<file path="config.mk">
export PLATFORM = sky130hd
export DESIGN_NAME = fc_12
export DESIGN_NICKNAME = d
export VERILOG_FILES = /design/src/rtl/fc_12_pkg.sv /design/src/rtl/fc_lane_sum.sv /design/src/rtl/fc_12.sv
export SDC_FILE = /design/constraint.sdc
export NUM_CORES = 1
export LEC_CHECK = 0
export BUFFER_PORTS_ARGS = -buffer_cell sky130_fd_sc_hd__buf_2
export CORE_MARGIN = 10
export CORE_UTILIZATION = 55
export CTS_CLUSTER_SIZE = 16
export DETAILED_ROUTE_END_ITERATION = 12
export MAX_ROUTING_LAYER = met4
export PLACE_DENSITY_LB_ADDON = 0.12
export SKIP_CTS_REPAIR_TIMING = 1
export SYNTH_ARGS = -nofsm -noshare
export SYNTH_HDL_FRONTEND = slang
export SYNTH_SLANG_ARGS = --single-unit
export TNS_END_PERCENT = 100
</file>
<file path="constraint.sdc">
create_clock -name clk -period 16.3 [get_ports clk]
set_clock_uncertainty 0.15 [all_clocks]
set_input_delay 2.445 -clock clk [delete_from_list [all_inputs] [get_ports clk]]
set_output_delay 2.445 -clock clk [all_outputs]
set_load 0.02 [all_outputs]
</file>
<file path="src/rtl/fc_12_pkg.sv">
// Shared BNN fully-connected constants and the binary-signed multiply helper.
package fc_12_pkg;

    localparam int N_LANES = 12;
    localparam int N_BEATS = 16;
    localparam int N_W     = N_LANES * N_BEATS;
    localparam int DW      = 32;
    localparam int CNT_W   = $clog2(N_BEATS);

    // A weight bit of 1 passes x through; a weight bit of 0 negates it (wrap-around).
    function automatic logic signed [DW-1:0] bin_mul(input logic sel, input logic signed [DW-1:0] x);
        return sel ? x : -x;
    endfunction

endpackage

</file>
<file path="src/rtl/fc_lane_sum.sv">
// Combinational signed partial sum of one beat: 12 lanes, each multiplied by +1 or -1.
module fc_lane_sum
    import fc_12_pkg::*;
(
    input  logic signed [DW-1:0]      i_din [N_LANES],
    input  logic        [N_LANES-1:0] i_w,
    output logic signed [DW-1:0]      o_partial
);

    always_comb begin
        // NOTE: blocking assignments in combinational logic; the running sum must update within the loop.
        o_partial = '0;
        for (int j = 0; j < N_LANES; j++) begin
            o_partial = o_partial + bin_mul(i_w[j], i_din[j]);
        end
    end

endmodule

</file>
<file path="src/rtl/fc_12.sv">
// Binary-weight fully-connected neuron: serial weight load, 16-beat x 12-lane signed dot product.
module fc_12
    import fc_12_pkg::*;
(
    input  logic                 clk,
    input  logic                 rstn,
    input  logic                 ivalid,
    input  logic signed [DW-1:0] din_0,
    input  logic signed [DW-1:0] din_1,
    input  logic signed [DW-1:0] din_2,
    input  logic signed [DW-1:0] din_3,
    input  logic signed [DW-1:0] din_4,
    input  logic signed [DW-1:0] din_5,
    input  logic signed [DW-1:0] din_6,
    input  logic signed [DW-1:0] din_7,
    input  logic signed [DW-1:0] din_8,
    input  logic signed [DW-1:0] din_9,
    input  logic signed [DW-1:0] din_10,
    input  logic signed [DW-1:0] din_11,
    input  logic                 weight,
    input  logic                 weight_en,
    output logic                 ovalid,
    output logic signed [DW-1:0] dout
);

    logic        [N_W-1:0]     r_w;
    logic        [CNT_W-1:0]   r_cnt;
    logic signed [DW-1:0]      r_acc;
    logic signed [DW-1:0]      r_dout;
    logic                      r_ovalid;

    logic signed [DW-1:0]      w_din [N_LANES];
    logic        [N_LANES-1:0] w_slice;
    logic signed [DW-1:0]      w_partial;
    logic signed [DW-1:0]      w_sum;

    assign w_din[0]  = din_0;
    assign w_din[1]  = din_1;
    assign w_din[2]  = din_2;
    assign w_din[3]  = din_3;
    assign w_din[4]  = din_4;
    assign w_din[5]  = din_5;
    assign w_din[6]  = din_6;
    assign w_din[7]  = din_7;
    assign w_din[8]  = din_8;
    assign w_din[9]  = din_9;
    assign w_din[10] = din_10;
    assign w_din[11] = din_11;

    // Beat k uses weights k*12 .. k*12+11.
    assign w_slice = r_w[int'(r_cnt) * N_LANES +: N_LANES];
    assign w_sum   = r_acc + w_partial;

    fc_lane_sum u_lane_sum (
        .i_din     (w_din),
        .i_w       (w_slice),
        .o_partial (w_partial)
    );

    always_ff @(posedge clk or negedge rstn) begin
        // NOTE: the weight register is a flop array, not a RAM, so it takes the async reset like everything else.
        if (!rstn) begin
            r_w      <= '0;
            r_cnt    <= '0;
            r_acc    <= '0;
            r_dout   <= '0;
            r_ovalid <= 1'b0;
        end else begin
            r_ovalid <= 1'b0;
            if (weight_en) begin
                r_w   <= {weight, r_w[N_W-1:1]};
                r_cnt <= '0;
                r_acc <= '0;
            end else if (ivalid) begin
                if (r_cnt == CNT_W'(N_BEATS - 1)) begin
                    r_dout   <= w_sum;
                    r_ovalid <= 1'b1;
                    r_acc    <= '0;
                    r_cnt    <= '0;
                end else begin
                    r_acc <= w_sum;
                    r_cnt <= r_cnt + 1'b1;
                end
            end
        end
    end

    assign ovalid = r_ovalid;
    assign dout   = r_dout;

endmodule

</file>
# Word level (Yosys, flattened, before mapping)
# Index checks and enable logic that the tools add are counted.
# word_totals
ramBits	0
latchBits	0
elab_cells	57
ff_bits	261
out_inout_bits	33
input_bits	389
rom_bits	0
mem_count	0
# classes
n_addsub	25
n_reduce_logical	2
magnitude_cmp	0
n_shift	1
muxes	21
div	0
n_mul	1
n_eq_ne	1
bitwise	1
# ops
operator	n
32-bit 2-to-1 mux	15
32-bit adder	12
32-bit negator	12
192-bit by 9-bit indexed part select with 12-bit output	1
4-bit 2-to-1 mux	3
4-bit by 2-bit multiplier with 6-bit output, second input constant	1
4-bit by 1-bit adder with 4-bit output, second input constant	1
4-bit equality test, second input constant	1
1-bit 2-to-1 mux	3
3-bit AND reduction	1
2-bit nonzero test	1
1-bit NOT	1

# Longest topological paths before layout
# depth
ltp_word	18
mapped_depth	32
mapped_depth_nobuf	28

# By module
# Synthesis repeated with hierarchy kept, for this count alone.
# unflattened
cells_unflattened	3081
area_unflattened_um2	29394.4
# modules_own_cells
module	cells_each	instances	seq_area_each_um2	area_per_inst_um2
fc_lane_sum	2017	1	0.0	16365.7
fc_12	1064	1	6531.3	13028.7

# Worst setup path before layout
# No wires, ideal clock.
# synth_timing
kind	in2reg
start	input din_2[4]
end	register r_dout[31], in the netlist dout[31]
slack_ps	6502
setup_time_ps	125
stages	28
path_buffers	0
arrival_time_ps	9523
required_ps	16025
path_cell_list	or3_1 nor3_1 and3b_1 nand2_1 or2_2 or4_1 or2_2 nand2b_1 o21ai_0 xnor2_1 fa_1 fa_1 inv_1 fa_1 inv_1 fa_1 inv_1 fa_1 xnor2_1 xnor2_1 xnor2_1 xnor3_1 xor3_1 xnor2_1 xnor2_1 xnor3_1 xnor2_1 mux2_4
# synth_via
elab_chain_len	13
# synth_lines
element	line	source
start: declaration	fc_12.sv:10	input logic signed [DW-1:0] din_2,
32-bit negator	fc_12_pkg.sv:12	return sel ? x : -x;
32-bit 2-to-1 mux *	fc_12_pkg.sv:12	
32-bit adder * (10 in a row)	fc_lane_sum.sv:14	o_partial = o_partial + bin_mul(i_w[j], i_din[j]);
32-bit adder *	fc_12.sv:52	assign w_sum = r_acc + w_partial;
end signal: assignment	fc_12.sv:76	r_dout <= w_sum;
end: declaration	fc_12.sv:29	logic signed [DW-1:0] r_dout;
# Mark *: on every way between the ends. The rest lies on a longest branch, timed or not.
# A chain may end at the register's enable or synchronous reset.

# Final worst setup path
# layout_timing
start	input din_5[3]
end	register r_dout[31], in the netlist dout[31]
# layout_via
elab_chain_len	10
# layout_lines
element	line	source
start: declaration	fc_12.sv:13	input logic signed [DW-1:0] din_5,
32-bit negator	fc_12_pkg.sv:12	
32-bit 2-to-1 mux *	fc_12_pkg.sv:12	
32-bit adder * (7 in a row)	fc_lane_sum.sv:14	
32-bit adder *	fc_12.sv:52	
# Marked as above.

==> flow_metrics.py <==
metrics = {
    "die": {
        "die_h_um": 247,
        "die-area_um2": 61100,
        "core_um2": 51200,
        "die_w_um": 247,
        "start_util": 0.555,
        "io_pins": 422,
        "rows": 83,
    },
    "placement": {
        "placed_area_um2": 31200,
        "dp_cells": 3847,
        "dpl.hpwl_mm": 82.5,
        "gp_congestion": 1.01,
        "port_buffers": 421,
    },
    "critical_path": {
        "worstPathMaxFanout": 5,
        "crit_path_end_kind": "register",
        "cp_data_arrival_time_ps": 10500,
        "required_ps": 16610,
        "cp-start-kind": "primary input",
        "critPathKind": "primary input to register",
    },
    "grt": {
        "grt_use_met2": 0.541,
        "use_met1": 0.389,
        "grt_use_met3": 0.0435,
        "grt_pass1_vias": 23000,
        "antenna_found_initial": 24,
        "overflow": 0,
        "grt_pass1_wl_mm": 143,
        "top_usage_layer": "met2",
        "track_usage": 0.322,
        "grt_max_degree": 196,
    },
    "sta": {
        "hold_slack_ps": 322,
        "fmax_mhz": 98.1,
        "slew_headroom": 0.248,
        "tightestPinTransition_ps": 1130,
        "layout_min_cycle_time_ps": 10190,
        "final_max_slew_viol_count": 0,
        "final.setup.tns_ps": 0,
        "setup_viol": 0,
        "rsz0062_at_grt": "false",
        "hold_viol_final": 0,
        "fin_crit_sh": 0.625,
    },
    "synth": {
        "syn_nets": 3583,
        "synthTopCellsByArea": "fa_1, dfrtp_1, mux2_2, xnor2_1, inv_1",
        "synth_top_area_cell": "fa_1",
        "yosysSeqAreaShare": 0.230,
        "synth_cell_types": 75,
        "synth_warnings": 0,
        "netlist.area_leader.share": 0.235,
        "synthCells": 2813,
        "yosys_most_used_dff": "dfrtp_1",
        "synth.cell_area_um2": 28400,
        "synth_edf_count": 0,
        "syn_avg_cell_area_um2": 10.1,
        "yosysMostFrequentCell": "inv_1",
        "synth_seq_cells": 261,
        "ys_async_sr_fraction": 1.00,
        "synth_top_cells_by_count": "inv_1, fa_1, dfrtp_1, xnor2_1, nor2_1",
    },
    "clock_tree": {
        "clockBufferDepth": 3,
        "cts_buffers": 27,
        "root_buffer": "clkbuf_16",
        "cts.clk_slew.worst_paths_ps": 70,
        "clock_sinks": 261,
        "htreeDepth": 1,
        "clock_latency_ps": 570,
        "cts_tree": "yes",
    },
    "routing": {
        "wl_per_cell_um": 24.6,
        "drt_iter0_markers": 1945,
        "vias": 22700,
        "ant_nets": 0,
        "first_pass_iters": 7,
        "via_per_inst": 5.78,
        "drt-total-wl_mm": 96.3,
        "drt_drc_violations_left": 0,
    },
    "outcome": {
        "status": "complete, no violations",
    },
    "finish": {
        "fin_nets": 3966,
        "stdcell_area_um2": 32200,
        "fin_cells": 3922,
        "drive_gt1_frac": 0.245,
        "syn_to_final_growth_pct": 13.5,
    },
    "min_path": {
        "min_path_type": "register to register",
    },
    "flow_run": {
        "max_cap_violations": 0,
    },
}
## area by class of cell
| cell class | instances | area (µm²) |
|---|---|---|
| antenna | 25 | 62.6 |
| tap | 680 | 851 |
| multi-input combinational | 2055 | 20000 |
| inverter | 406 | 1530 |
| sequential | 261 | 6530 |
| clock inverter | 14 | 195 |
| clock buffer | 36 | 759 |
| fill | 4341 | 19000 |
| timing repair buffer | 445 | 2320 |
## worst max-delay path, cell delays in order
cell	delay (ps)
buf_2	130
or4_4	550
or2_2	340
or4_1	570
nor3_1	520
nand2_1	130
or2_2	310
o41ai_1	310
xnor2_1	200
fa_1	570
inv_1	60
fa_1	490
inv_1	50
fa_1	460
fa_1	550
inv_1	60
fa_1	420
xnor2_1	200
xnor2_1	160
xnor2_1	150
xnor3_1	240
xor3_1	390
xnor2_1	230
xnor2_1	180
xnor3_1	360
xnor2_1	160
mux2_4	260
## logic make-up (layout without fill, tap and decap cells)
family,count (synthesis),count (layout),synth area share
and+or+nand+nor,622,622,0.108
buffers and inverters,497,901,0.0669
xor gates and xnor gates,407,407,0.127
adders and majority gates,381,381,0.256
AOI/OAI and AO/OA,381,381,0.0857
muxes,264,264,0.126
DFF,261,261,0.230
other,0,25,0
## path summary, 6_finish.rpt
path	endpoint	startpoint	slack [ps]	cells after the start
min in group asynchronous	dout[4]	rstn	1650	1
hold reg to reg	dout[4]	dout[4]	320	2
setup / recovery	dout[31]	din_5[3]	6110	27
max in group asynchronous	r_w[71]	rstn	12800	2
hold / removal	dout[4]	dout[4]	320	2
setup reg to reg	dout[30]	r_cnt[0]	6420	28
## through the flow
step	utilization	setup slack [ps]
6_report	0.630	6110
3_5_place_dp	0.610	5640
3_3_place_gp	0.610	5740
4_1_cts	0.629	6230
2_1_floorplan	-	6500
5_1_grt	0.630	5840
## flip-flops by register name (all words and copies together) (netlist names)
register,cells
ovalid,1
dout,32
r_acc,32
r_cnt,4
r_w,192
## cells in the final DEF, fill, tap and decap left out, types with 32 or more instances in the layout
cell type  instances
buf_2            419
inv_1            405
fa_1             333
dfrtp_1          260
xnor2_1          237
nor2_1           212
mux2_2           202
xor2_1           166
nand2_1          158
a21oi_1          150
nor3_1            67
o21ai_0           62
mux4_2            55
ha_1              48
nor4_1            34
a22o_1            32
o31ai_1           32
## routing by layer
metal  wire, µm  share of wire  up-vias
met3       6760          0.070      154
li1           -              -    10100
met4       4200          0.044        0
met2      49400           0.51      930
met5          0              0        -
met1      36000           0.37    11400
Power is not shown: default switching activity piles up to over one toggle a cycle in this logic, so the estimate is an artifact.
